## src/rtl/mult_pkg.sv

```systemverilog
// mult_pkg: shared types and constants for the shared shift-add multiplier
// scheduler.
//   state_t      - sequencer states
//   MULT_N       - default operand width
//   cnt_width()  - width of the iteration counter for a given operand width
package mult_pkg;

    typedef enum logic [2:0] {
        IDLE,
        LOAD,
        ADD,
        SHIFT,
        DONE
    } state_t;

    localparam int MULT_N = 4;

    // The counter has to hold the values 0..N-1, with one spare bit of headroom.
    function automatic int cnt_width(input int n);
        return $clog2(n) + 1;
    endfunction

    localparam int MULT_CNT_W = cnt_width(MULT_N);

endpackage

```

## src/rtl/rr_arb2.sv

```systemverilog
// rr_arb2: two-way round-robin arbiter.
//   i_clock/i_reset   - clock, synchronous active-high reset
//   i_req[1:0]        - eligible requesters
//   i_advance         - commit the finished grant to the pointer
//   i_adv_id          - id of the grant being committed
//   o_grant_valid     - at least one requester is eligible
//   o_grant_id        - winner; on a tie, the one not served last
module rr_arb2 (
    input  logic       i_clock,
    input  logic       i_reset,
    input  logic [1:0] i_req,
    input  logic       i_advance,
    input  logic       i_adv_id,
    output logic       o_grant_valid,
    output logic       o_grant_id
);

    // Id of the most recently completed grant. Reset to 1 so that
    // requester 0 wins the first tie.
    logic r_last;

    always_ff @(posedge i_clock) begin
        if (i_reset)
            r_last <= 1'b1;
        else if (i_advance)
            r_last <= i_adv_id;
    end

    assign o_grant_valid = |i_req;
    assign o_grant_id    = (&i_req) ? ~r_last : i_req[1];

endmodule

```

## src/rtl/mult_scheduler.sv

```systemverilog
// mult_scheduler: shares one external shift-add multiplier datapath between
// two requesters. It arbitrates round-robin, latches the winner's operands and
// sequences load/add/shift for N iterations. It then returns the 2N-bit
// product with a one-cycle done pulse.
//   i_clock, i_reset        - clock, synchronous active-high reset
//   i_req[1:0]              - level requests, held until the matching done
//   i_m0/i_q0, i_m1/i_q1    - multiplicand/multiplier per requester
//   i_dp_Q0, i_dp_AQ        - datapath Q LSB and A:Q contents
//   o_dp_M, o_dp_Qin        - latched operands to the datapath
//   o_dp_load/add/shift     - datapath controls (mutually exclusive)
//   o_busy, o_gnt_id        - activity flag, current/last grant id
//   o_result, o_done[1:0]   - last product, per-requester completion pulse
module mult_scheduler
    import mult_pkg::*;
#(
    parameter int N = MULT_N
) (
    input  logic           i_clock,
    input  logic           i_reset,
    input  logic [1:0]     i_req,
    input  logic [N-1:0]   i_m0,
    input  logic [N-1:0]   i_q0,
    input  logic [N-1:0]   i_m1,
    input  logic [N-1:0]   i_q1,
    input  logic           i_dp_Q0,
    input  logic [2*N-1:0] i_dp_AQ,
    output logic [N-1:0]   o_dp_M,
    output logic [N-1:0]   o_dp_Qin,
    output logic           o_dp_load,
    output logic           o_dp_add,
    output logic           o_dp_shift,
    output logic           o_busy,
    output logic           o_gnt_id,
    output logic [2*N-1:0] o_result,
    output logic [1:0]     o_done
);

    localparam int CW = cnt_width(N);

    state_t         r_state, w_next;
    logic [CW-1:0]  r_cnt;
    logic [N-1:0]   r_op_m, r_op_q;
    logic           r_gnt;
    logic [2*N-1:0] r_result;
    logic [1:0]     r_done;

    logic [1:0]     w_elig;
    logic           w_gnt_valid, w_gnt_id;
    logic           w_last_iter;

    // A requester whose done is showing this cycle has not yet had a chance
    // to drop req, so it is masked to avoid serving it twice.
    assign w_elig      = i_req & ~r_done;
    assign w_last_iter = (r_cnt == CW'(N - 1));

    rr_arb2 u_arb (
        .i_clock       (i_clock),
        .i_reset       (i_reset),
        .i_req         (w_elig),
        .i_advance     (r_state == DONE),
        .i_adv_id      (r_gnt),
        .o_grant_valid (w_gnt_valid),
        .o_grant_id    (w_gnt_id)
    );

    always_ff @(posedge i_clock) begin
        if (i_reset) begin
            r_state  <= IDLE;
            r_cnt    <= '0;
            r_op_m   <= '0;
            r_op_q   <= '0;
            r_gnt    <= 1'b0;
            r_result <= '0;
            r_done   <= '0;
        end else begin
            r_state <= w_next;
            r_done  <= '0;
            case (r_state)
                IDLE: begin
                    if (w_gnt_valid) begin
                        r_gnt  <= w_gnt_id;
                        r_op_m <= w_gnt_id ? i_m1 : i_m0;
                        r_op_q <= w_gnt_id ? i_q1 : i_q0;
                    end
                end
                LOAD:  r_cnt <= '0;
                SHIFT: r_cnt <= r_cnt + CW'(1);
                DONE: begin
                    r_result <= i_dp_AQ;
                    r_done   <= r_gnt ? 2'b10 : 2'b01;
                end
                default: ;
            endcase
        end
    end

    always_comb begin
        w_next = r_state;
        case (r_state)
            IDLE:    if (w_gnt_valid) w_next = LOAD;
            LOAD:    w_next = ADD;
            ADD:     w_next = SHIFT;
            SHIFT:   w_next = w_last_iter ? DONE : ADD;
            DONE:    w_next = IDLE;
            default: w_next = IDLE;
        endcase
    end

    assign o_dp_M     = r_op_m;
    assign o_dp_Qin   = r_op_q;
    assign o_dp_load  = (r_state == LOAD);
    assign o_dp_add   = (r_state == ADD) & i_dp_Q0;
    assign o_dp_shift = (r_state == SHIFT);
    assign o_busy     = (r_state != IDLE);
    assign o_gnt_id   = r_gnt;
    assign o_result   = r_result;
    assign o_done     = r_done;

endmodule

```

## config.mk

```make
export PLATFORM = sky130hd
export DESIGN_NAME = mult_scheduler
export DESIGN_NICKNAME = d
export VERILOG_FILES = /design/src/rtl/mult_pkg.sv /design/src/rtl/rr_arb2.sv /design/src/rtl/mult_scheduler.sv
export SDC_FILE = /design/constraint.sdc
export NUM_CORES = 1
export LEC_CHECK = 0
export BUFFER_PORTS_ARGS = -buffer_cell sky130_fd_sc_hd__buf_2
export CAP_MARGIN = 20
export CORE_UTILIZATION = 30
export CTS_CLUSTER_SIZE = 30
export DETAILED_ROUTE_END_ITERATION = 12
export GPL_ROUTABILITY_DRIVEN = 0
export SLEW_MARGIN = 15
export SYNTH_ARGS = -nofsm -noshare
export SYNTH_HDL_FRONTEND = slang
export SYNTH_HIERARCHICAL = 1
export SYNTH_SLANG_ARGS = --single-unit
```

## constraint.sdc

```tcl
create_clock -name i_clock -period 1.5 [get_ports i_clock]
set_input_delay 0 -clock i_clock [delete_from_list [all_inputs] [get_ports i_clock]]
set_output_delay 0 -clock i_clock [all_outputs]
set_load 0.02 [all_outputs]
```

==> results.ini <==
[run_status]
status=completed

[worst_hold_path]
worstHoldPathCells=3
min_from=i_q0[1]
holdPathEnd=o_dp_Qin[1]$_SDFFE_PP0P_
min_path_type=input port to register

[clock_network]
insertion_delay_ps=280
cts-root-buf=clkbuf_8
cts.htree.levels=1
clkTransAtPathRegs_ps=90
clk_path_buf_depth=2
clock-sinks=26
cts-buffers-inserted=3
cts_tree=built

[floorplanning]
num_rows=21
die_x_um=62.7
coreArea_um2=3440
io_pins=52
initial_core_util_pct=32.1
die_y_um=62.7
dieArea_um2=3930

[route]
drtAntennaViolNets=0
routed_wl_mm=2.63
drt-initial-drc-count=39
drt_pre_antenna_iters=4
route.detailed.vias_per_inst=4.65
via_count=1022
drc_errors=0
wire_per_inst_um=11.9

[pwr]
power_mw=1.63
p_leak_nw=0.733
ir_drop_mv=0.347
p_per_area_nw_per_um2=1020

[setup_path]
worstSetupPathType=register to register
worstPathMaxFanout=15
worstReg2RegEnd=o_dp_Qin[3]$_SDFFE_PP0P_
reg2regPathDepth=6
start_kind=register
arrival_ps=1600
required_ps=1690
cp-end-kind=register
r2r_slack_ps=90
regToRegStartpoint=o_done[0]$_SDFF_PP0_

[finish]
drive_gt1_share_pct=40.2
final_nets=206
num_antenna_cells=0
stdcell_area_um2=1600
post-route-util_pct=46.6
final_cells=220
areaGrowthSynthToFinish_pct=45.1

[synth]
synth_area_leaders=dfxtp_1 47%, mux2i_1 15%, nor2_1 6.8%
ys_ff_latch=26
yosys.area.top_type_share_pct=47.1
ys_seq_area_share_pct=47.1
syn_area_um2=1100
syn_nets=142
ys_warn_count=6
synth.avg_cell_area_um2=9.95
yosysUniqueCellTypes=28
synthCells=111
synth_area_leader_cell=dfxtp_1

[global_routing]
grt_use_total_pct=14.5
antenna_found_initial=0
grt_pass1_wl_mm=4.47
use_met1_pct=15.5
grt_use_met3_pct=2.74
met2_usage_pct=27.0
gr-total-overflow=0
first_global_vias=1009
grt_busiest_layer=met2
grt_max_degree=26

[timing]
slew_headroom_pct=67.9
period_share_pct=94.0
fmax_ghz=0.710
rsz0062_at_grt=yes
setup_slack_ps=90.7
fin_tns_setup_ps=0
finalCriticalPeriod_ps=1410
setup_viol=0
holdWs_ps=63.5
worst_pin_slew_ps=482
drv_slew=0
hold_violations=0
finClkSkew_ps=7.19

[placement]
pre_cts_slack_ps=99.0
dpl_cell_area_um2=1430
dp_hpwl_mm=1.91
io_buffers=51
placed_cells=206

[flow_run]
drv_cap=0

state kept, by name (all words and copies together), names as in the netlist:
signal / count
o_result: 8
u_arb/r_last: 1
o_gnt_id: 1
o_dp_M: 4
r_cnt: 3
o_done: 2
r_state: 3
o_dp_Qin: 4
power breakdown:
group | leakage (nW) | switching [mW] | total, mW | internal [mW]
sequential | 0.212 | 0.0243 | 0.747 | 0.723
clock | 0.0357 | 0.229 | 0.587 | 0.357
combinational | 0.485 | 0.151 | 0.294 | 0.142
Yosys cell counts (all sizes together):
library cell / count
a211oi: 8
a31oi: 1
a211o: 1
nor4b: 1
and2: 1
nand2: 5
nor2b: 4
inv: 1
nor2: 20
buf: 4
ha: 2
nand3: 1
or2b: 1
a21boi: 1
clkbuf: 3
mux2i: 17
nor3: 2
or2: 1
dfxtp: 26
nor3b: 2
and3b: 1
a21oi: 3
o21ai: 2
nand3b: 2
or3: 1
timing repair:
item,CTS,global route
endpoints found under the setup margin,0,9
gates resized for setup,0,3
hold buffers,8,0
setup buffers,0,2
hold endpoints to repair,8,0
final cells by class:
class | instances | area [µm²]
Sequential cell | 26 | 522
Timing Repair Buffer | 66 | 400
Clock buffer | 3 | 41.3
Multi-Input combinational cell | 77 | 548
Fill cell | 328 | 1840
Inverter | 1 | 3.75
Clock inverter | 1 | 30.0
Tap cell | 46 | 57.6
critical path: stages (launching register included):
cell and delay (ps):
dfxtp_1 330, nor2b_1 130, or2_2 130, nor4b_4 300, buf_12 190, nor2_1 50
a211oi_2 190
layer usage:
layer  vias to the layer above  share of wire, %
met4                         0               2.0
met1                       489                40
li1                        509                 -
met2                        19                55
met5                         -                 0
met3                         5               2.4
cell usage in the layout, fill, tap and decap left out:
cell           netlist  layout
or2b_1               1       1
nand3b_1             2       2
dlygate4sd3_1        0       8
nor2b_1              4       3
dfxtp_2              0       1
nand2_1              5       5
nor4b_4              1       1
nand3_1              1       1
o21ai_0              2       2
nor3_1               2       2
or2_2                1       1
a31oi_1              1       1
or3_1                1       1
a21boi_1             0       1
and2_1               1       1
buf_4                1       6
mux2i_1             17      17
a211o_1              1       1
a211oi_2             2       3
clkbuf_8             0       3
inv_1                1       1
nor2_1              20      20
nor3b_1              2       1
bufinv_16            0       1
buf_2                0      51
a21oi_1              3       3
ha_1                 2       2
a211oi_1             6       5
nor3b_2              0       1
nor2b_2              0       1
buf_12               0       1
and3b_1              1       1
dfxtp_1             26      25
how the worst max path moves through the flow:
| stage | slack [ps] | start | depth (start not counted) | end |
|---|---|---|---|---|
| after floorplan | 40 | o_done[1]$_SDFF_PP0_ | 6 | o_dp_M[3]$_SDFFE_PP0P_ |
| after global placement | 190 | o_done[0]$_SDFF_PP0_ | 6 | o_dp_M[1]$_SDFFE_PP0P_ |
| after detailed placement | 100 | o_done[0]$_SDFF_PP0_ | 6 | o_dp_Qin[3]$_SDFFE_PP0P_ |
| after CTS | 30 | r_state[0]$_SDFFE_PP0P_ | 4 | o_dp_load |
| after global routing | -30 | o_done[0]$_SDFF_PP0_ | 6 | o_dp_M[3]$_SDFFE_PP0P_ |
| final | 90 | o_done[0]$_SDFF_PP0_ | 6 | o_dp_Qin[3]$_SDFFE_PP0P_ |
logic make-up after synthesis:
kind of cell | count (synthesis) | share of synthesized area, %
AO/OA/AOI/OAI | 16 | 10.6
adder cells (fa/ha/maj) | 2 | 2.26
buffers and inverters | 8 | 4.42
flip-flops | 26 | 47.1
multiplexers | 17 | 15.4
AND/OR/NAND/NOR | 42 | 20.2
Note: power is estimated with default switching activity, not from simulation.
